## src/rtl/sr_ctrl_pkg.sv

```systemverilog
// Shared types, SR command encodings and the round-robin pick helper
// for the SR bank arbiter and its bank.
package sr_ctrl_pkg;

  // Largest requester count the pointer and pick vector can address.
  localparam int MAX_REQ = 8;
  localparam int PTR_W   = 3;

  typedef enum logic [1:0] {
    IDLE  = 2'd0,
    GRANT = 2'd1,
    APPLY = 2'd2
  } state_t;

  // Per-bit {S,R} command encodings. {1,1} is a defined hold, same as SR_HOLD.
  localparam logic [1:0] SR_HOLD = 2'b00;
  localparam logic [1:0] SR_SET  = 2'b10;
  localparam logic [1:0] SR_RST  = 2'b01;

  // One-hot pick of the first set request at or after ptr, wrapping modulo nreq.
  // Returns all zeros when no request is set.
  function automatic logic [MAX_REQ-1:0] rr_pick(
    input logic [MAX_REQ-1:0] req,
    input logic [PTR_W-1:0]   ptr,
    input int                 nreq
  );
    logic [MAX_REQ-1:0] pick;
    logic               found;
    int                 idx;
    pick  = '0;
    found = 1'b0;
    for (int k = 0; k < MAX_REQ; k++) begin
      idx = (int'(ptr) + k) % nreq;
      if (!found && (k < nreq) && req[idx[PTR_W-1:0]]) begin
        pick[idx[PTR_W-1:0]] = 1'b1;
        found                = 1'b1;
      end
    end
    return pick;
  endfunction

endpackage

```

## src/rtl/sr_bank.sv

```systemverilog
// Bank of WIDTH SR status flops. Each bit sets on S=1/R=0, clears on
// S=0/R=1 and holds otherwise, including the S=R=1 case.
module sr_bank #(
  parameter int WIDTH = 8
) (
  input  logic             i_clk,
  input  logic             i_rst_n,
  input  logic [WIDTH-1:0] i_s,
  input  logic [WIDTH-1:0] i_r,
  output logic [WIDTH-1:0] o_q
);

  import sr_ctrl_pkg::*;

  logic [WIDTH-1:0] r_q;

  // Apply the per-bit SR rule on every edge; idle strobes simply hold.
  always_ff @(posedge i_clk or negedge i_rst_n) begin
    if (!i_rst_n) begin
      r_q <= '0;
    end else begin
      for (int i = 0; i < WIDTH; i++) begin
        case ({i_s[i], i_r[i]})
          SR_SET:  r_q[i] <= 1'b1;
          SR_RST:  r_q[i] <= 1'b0;
          default: r_q[i] <= r_q[i];
        endcase
      end
    end
  end

  assign o_q = r_q;

endmodule

```

## src/rtl/sr_bank_arbiter.sv

```systemverilog
// Round-robin arbiter that lets NREQ requesters take turns writing one
// SR status bank. One operation is IDLE -> GRANT -> APPLY -> IDLE; the
// granted command is latched at the end of GRANT and strobed in APPLY.
module sr_bank_arbiter #(
  parameter int NREQ  = 4,
  parameter int WIDTH = 8
) (
  input  logic                  i_clk,
  input  logic                  i_rst_n,
  input  logic [NREQ-1:0]       i_req,
  input  logic [NREQ*WIDTH-1:0] i_set_vec,
  input  logic [NREQ*WIDTH-1:0] i_rst_vec,
  output logic [NREQ-1:0]       o_gnt,
  output logic [NREQ-1:0]       o_ack,
  output logic [WIDTH-1:0]      o_s,
  output logic [WIDTH-1:0]      o_r,
  output logic [WIDTH-1:0]      o_q,
  output logic                  o_busy
);

  import sr_ctrl_pkg::*;

  state_t             r_state;
  logic [PTR_W-1:0]   r_ptr;
  logic [PTR_W-1:0]   r_gidx;
  logic [NREQ-1:0]    r_gnt;
  logic [NREQ-1:0]    r_ack;
  logic [WIDTH-1:0]   r_cmd_s;
  logic [WIDTH-1:0]   r_cmd_r;
  logic               r_busy;

  logic [MAX_REQ-1:0] w_req_ext;
  logic [MAX_REQ-1:0] w_pick;
  logic [PTR_W-1:0]   w_pick_idx;
  logic [NREQ-1:0]    w_pick_oh;
  logic [PTR_W-1:0]   w_ptr_next;
  logic [WIDTH-1:0]   w_sel_s;
  logic [WIDTH-1:0]   w_sel_r;
  logic [WIDTH-1:0]   w_q;

  // Round-robin choice among the live requests, as an index and a one-hot grant.
  always_comb begin
    w_req_ext             = '0;
    w_req_ext[NREQ-1:0]   = i_req;
    w_pick                = rr_pick(w_req_ext, r_ptr, NREQ);
    w_pick_idx            = '0;
    for (int k = 0; k < MAX_REQ; k++) begin
      if (w_pick[k]) begin
        w_pick_idx = PTR_W'(k);
      end
    end
    w_pick_oh = '0;
    for (int i = 0; i < NREQ; i++) begin
      w_pick_oh[i] = (w_pick_idx == PTR_W'(i));
    end
  end

  // Select the granted requester's set/reset slice for latching at the end of GRANT.
  always_comb begin
    w_sel_s = '0;
    w_sel_r = '0;
    for (int i = 0; i < NREQ; i++) begin
      if (r_gnt[i]) begin
        w_sel_s = i_set_vec[i*WIDTH +: WIDTH];
        w_sel_r = i_rst_vec[i*WIDTH +: WIDTH];
      end
    end
  end

  // Fairness pointer moves to the requester just after the one being served.
  always_comb begin
    w_ptr_next = (r_gidx == PTR_W'(NREQ-1)) ? '0 : r_gidx + PTR_W'(1);
  end

  // Arbitration FSM with registered grant, ack, busy and strobe outputs.
  // The latched command doubles as the strobe: it is loaded on entry to
  // APPLY and cleared on exit, so S/R are nonzero only during APPLY.
  always_ff @(posedge i_clk or negedge i_rst_n) begin
    if (!i_rst_n) begin
      r_state <= IDLE;
      r_ptr   <= '0;
      r_gidx  <= '0;
      r_gnt   <= '0;
      r_ack   <= '0;
      r_cmd_s <= '0;
      r_cmd_r <= '0;
      r_busy  <= 1'b0;
    end else begin
      r_ack <= '0;
      case (r_state)
        IDLE: begin
          if (|i_req) begin
            r_gidx  <= w_pick_idx;
            r_gnt   <= w_pick_oh;
            r_busy  <= 1'b1;
            r_state <= GRANT;
          end
        end
        GRANT: begin
          r_cmd_s <= w_sel_s;
          r_cmd_r <= w_sel_r;
          r_state <= APPLY;
        end
        APPLY: begin
          r_ack   <= r_gnt;
          r_gnt   <= '0;
          r_ptr   <= w_ptr_next;
          r_cmd_s <= '0;
          r_cmd_r <= '0;
          r_busy  <= 1'b0;
          r_state <= IDLE;
        end
        default: begin
          r_gnt   <= '0;
          r_cmd_s <= '0;
          r_cmd_r <= '0;
          r_busy  <= 1'b0;
          r_state <= IDLE;
        end
      endcase
    end
  end

  sr_bank #(
    .WIDTH (WIDTH)
  ) u_bank (
    .i_clk   (i_clk),
    .i_rst_n (i_rst_n),
    .i_s     (r_cmd_s),
    .i_r     (r_cmd_r),
    .o_q     (w_q)
  );

  assign o_gnt  = r_gnt;
  assign o_ack  = r_ack;
  assign o_s    = r_cmd_s;
  assign o_r    = r_cmd_r;
  assign o_q    = w_q;
  assign o_busy = r_busy;

endmodule

```

## config.mk

```make
export PLATFORM = sky130hd
export DESIGN_NAME = sr_bank_arbiter
export DESIGN_NICKNAME = d
export VERILOG_FILES = /design/src/rtl/sr_ctrl_pkg.sv /design/src/rtl/sr_bank.sv /design/src/rtl/sr_bank_arbiter.sv
export SDC_FILE = /design/constraint.sdc
export NUM_CORES = 1
export LEC_CHECK = 0
export BUFFER_PORTS_ARGS = -buffer_cell sky130_fd_sc_hd__buf_2
export CAP_MARGIN = 25
export CORE_MARGIN = 1
export CORE_UTILIZATION = 50
export CTS_BUF_LIST = sky130_fd_sc_hd__clkbuf_4
export DETAILED_ROUTE_END_ITERATION = 6
export PLACE_DENSITY = 0.94
export SETUP_SLACK_MARGIN = 0.02
export SLEW_MARGIN = 25
export SYNTH_ARGS = -nofsm -noshare
export SYNTH_HDL_FRONTEND = slang
export SYNTH_SLANG_ARGS = --single-unit
```

## constraint.sdc

```tcl
create_clock -name i_clk -period 3.1 [get_ports i_clk]
set_input_delay 0.465 -clock i_clk [delete_from_list [all_inputs] [get_ports i_clk]]
set_output_delay 0.465 -clock i_clk [all_outputs]
set_load 0.01 [all_outputs]
```

==> impl_metrics.py <==
metrics = {
    "logic_synthesis": {
        "syn_area_mm2": 0.00245,
        "synth_common_cells": "dfrtp_1, nor2_1, a21oi_1",
        "synth.yosys.seq_area_share_pct": 39.8,
        "synth.most_common_cell": "dfrtp_1",
        "synth-edff-count": 0,
        "synthTopCellsByArea": "dfrtp_1, ha_1, a221oi_1, a211oi_1, nor2b_1",
        "synth_cell_types": 40,
        "synth_top_flop_cell": "dfrtp_1",
        "syn_area_per_cell_um2": 9.40,
        "ys_seq_elements": 39,
        "ys_warn_count": 0,
        "synthCells": 261,
        "synth_top_area_share_pct": 39.8,
        "synth_nets": 346,
        "async_flop_share_pct": 100,
        "synth_top_area_cell": "dfrtp_1",
    },
    "power_and_ir_drop": {
        "power.density_mw_per_mm2": 973,
        "peakVddDrop_v": 0.000495,
        "leakagePower_nw": 1.47,
    },
    "grt": {
        "gr-total-overflow": 0,
        "antenna_found_initial": 0,
        "grt_pass1_vias": 2131,
        "grt_pass1_wl_mm": 10.1,
        "grtUsageTotal_pct": 25.4,
        "grt_max_degree": 40,
    },
    "detailed_routing": {
        "num_vias": 2361,
        "first_pass_iters": 4,
        "antenna_left": 0,
        "routed_wl_mm": 6.27,
        "routedWlPerCell_um": 14.9,
        "viasPerCell": 5.59,
        "drt_iter0_drc": 164,
        "drcViolationCount": 0,
    },
    "finish": {
        "multi_input_area_mm2": 0.00136,
        "regArea_um2": 978,
        "layout.nets": 440,
        "fillCellCount": 416,
        "diodes": 0,
        "fin_util_pct": 65.0,
        "layout-drive-gt1-share_pct": 35.2,
        "syn_to_final_growth_pct": 25.1,
    },
    "timing": {
        "rsz0062_at_grt": "no",
        "tightest_slew_ps": 987,
        "fin_worst_skew_ps": 10.2,
        "maxSlewHeadroom_pct": 34.2,
        "fin_crit_ps": 2900,
        "setup_tns_ps": 0,
        "fin_crit_sh_pct": 93.5,
        "fmax_mhz": 345,
        "hold_viol": 0,
        "setup_viol": 0,
        "setup_ws_ps": 201,
        "slew_violations": 0,
    },
    "clock_network": {
        "cts_max_level": 2,
        "postCtsSetupBuffers": 0,
        "cts_resized": 0,
        "cts_root_buffer": "clkbuf_4",
        "cts_tree": "yes",
        "clk_latency_ps": 360,
        "numCtsBuffers": 5,
        "clockBufferDepth": 2,
        "clk_pin_slew_ps": 120,
        "cts.sinks": 39,
        "cts_hold_buf": 0,
    },
    "worst_setup_path": {
        "worstSetupEndpointType": "register",
        "cp_max_fo": 8,
        "startpoint_type": "register",
        "required_ps": 3320,
        "r2r_cells": 7,
        "arrival_ps": 3110,
        "worstSetupPathType": "reg2reg",
    },
    "die": {
        "die_x_um": 72.0,
        "die_area_mm2": 0.00519,
        "start_util_pct": 51.9,
        "num_rows": 25,
        "die_h_um": 72.0,
        "coreArea_mm2": 0.00472,
        "pin_count": 103,
    },
    "min_path": {
        "hp-class": "in2async",
    },
    "run": {
        "maxCapViolations": 0,
    },
    "place": {
        "place.gp.congestion": 0.823,
        "preCtsSetupSlack_ps": 235,
        "port_buffers": 102,
        "hpwl_mm": 4.56,
    },
    "run_status": {
        "status": "finished, final reports clean",
    },
}
==> metrics by stage <==
step	instance area (um^2)	cells	power, mW	hold WS [ps]
after global routing	3070	422	3.25	267
after detailed placement	2990	415	2.65	472
after floorplan	2450	261	2.14	169
after global placement	2990	415	2.55	458
final	3070	422	2.99	196
after CTS	3070	422	2.99	220
==> power by group <==
group / switching, mW / internal (mW)
logic: 0.810 / 0.740
registers: 0.365 / 0.732
clock network: 0.164 / 0.175
==> routing by layer <==
layer | wire length, um | global-route usage (%) | up-vias
met5 | 0 | 0 | -
met4 | 90 | 10.0 | 0
met3 | 324 | 6.11 | 10
met2 | 3120 | 41.7 | 82
met1 | 2740 | 32.5 | 1118
li1 | - | - | 1151
==> cells in the final DEF (no fill, tap or decap), types with 3 or more instances in the layout <==
master / instances
nand3b_1: 3
a21oi_1: 20
o21ai_0: 10
nor2_1: 22
clkbuf_4: 6
nor2b_1: 18
nor3_1: 17
ha_1: 15
buf_2: 102
a211oi_1: 16
nand2_1: 18
and2_1: 4
dfrtp_1: 37
mux2i_1: 4
inv_1: 13
a221oi_1: 15
==> cell families after synthesis <==
| logic type | after synthesis | share of synthesized area [%] |
|---|---|---|
| flops | 39 | 39.8 |
| simple gates | 92 | 19.7 |
| fa+ha+maj | 15 | 7.65 |
| mux | 8 | 5.61 |
| buf+inv | 30 | 4.90 |
| compound gates | 77 | 22.3 |
==> worst max-delay path, cell delays in order, from the launching register on <==
cell	delay [ps]
dfrtp_1	530
inv_1	140
ha_1	410
mux4_1	710
nor4b_4	470
a2111oi_2	130
o221ai_2	240
o32ai_1	130
==> final cells by class <==
cell class | count | share of cell area, %
well taps | 67 | 2.73
repair buffers | 104 | 17.1
clock inverters | 1 | 0.979
clock buffers | 6 | 1.47
inverters | 13 | 1.59
multi-input cells | 192 | 44.2
flip-flops and latches | 39 | 31.9
==> path summary, 6_finish.rpt <==
path | end | startpoint | slack (ps)
setup / recovery | o_gnt[0]$_DFFE_PN0P_ | r_ptr[1]$_DFFE_PN0N_ | 200
hold / removal | u_bank.o_q[6]$_DFFE_PN0P_ | i_rst_n | 200
setup reg to reg | o_gnt[0]$_DFFE_PN0P_ | r_ptr[1]$_DFFE_PN0N_ | 200
hold reg to reg | u_bank.o_q[7]$_DFFE_PN0P_ | u_bank.o_q[7]$_DFFE_PN0P_ | 490
max in group asynchronous | o_gnt[3]$_DFFE_PN0P_ | i_rst_n | 2310
min in group i_clk | o_s[6]$_DFFE_PN0N_ | i_set_vec[30] | 440
==> flip-flops by register name, indices dropped and copies added, names as in the netlist <==
signal	flops
o_r	8
o_s	8
u_bank.o_q	8
o_ack	4
o_gnt	4
r_gidx	2
r_ptr	2
r_state	2
o_busy	1
Power figures use the tool's default switching activity.
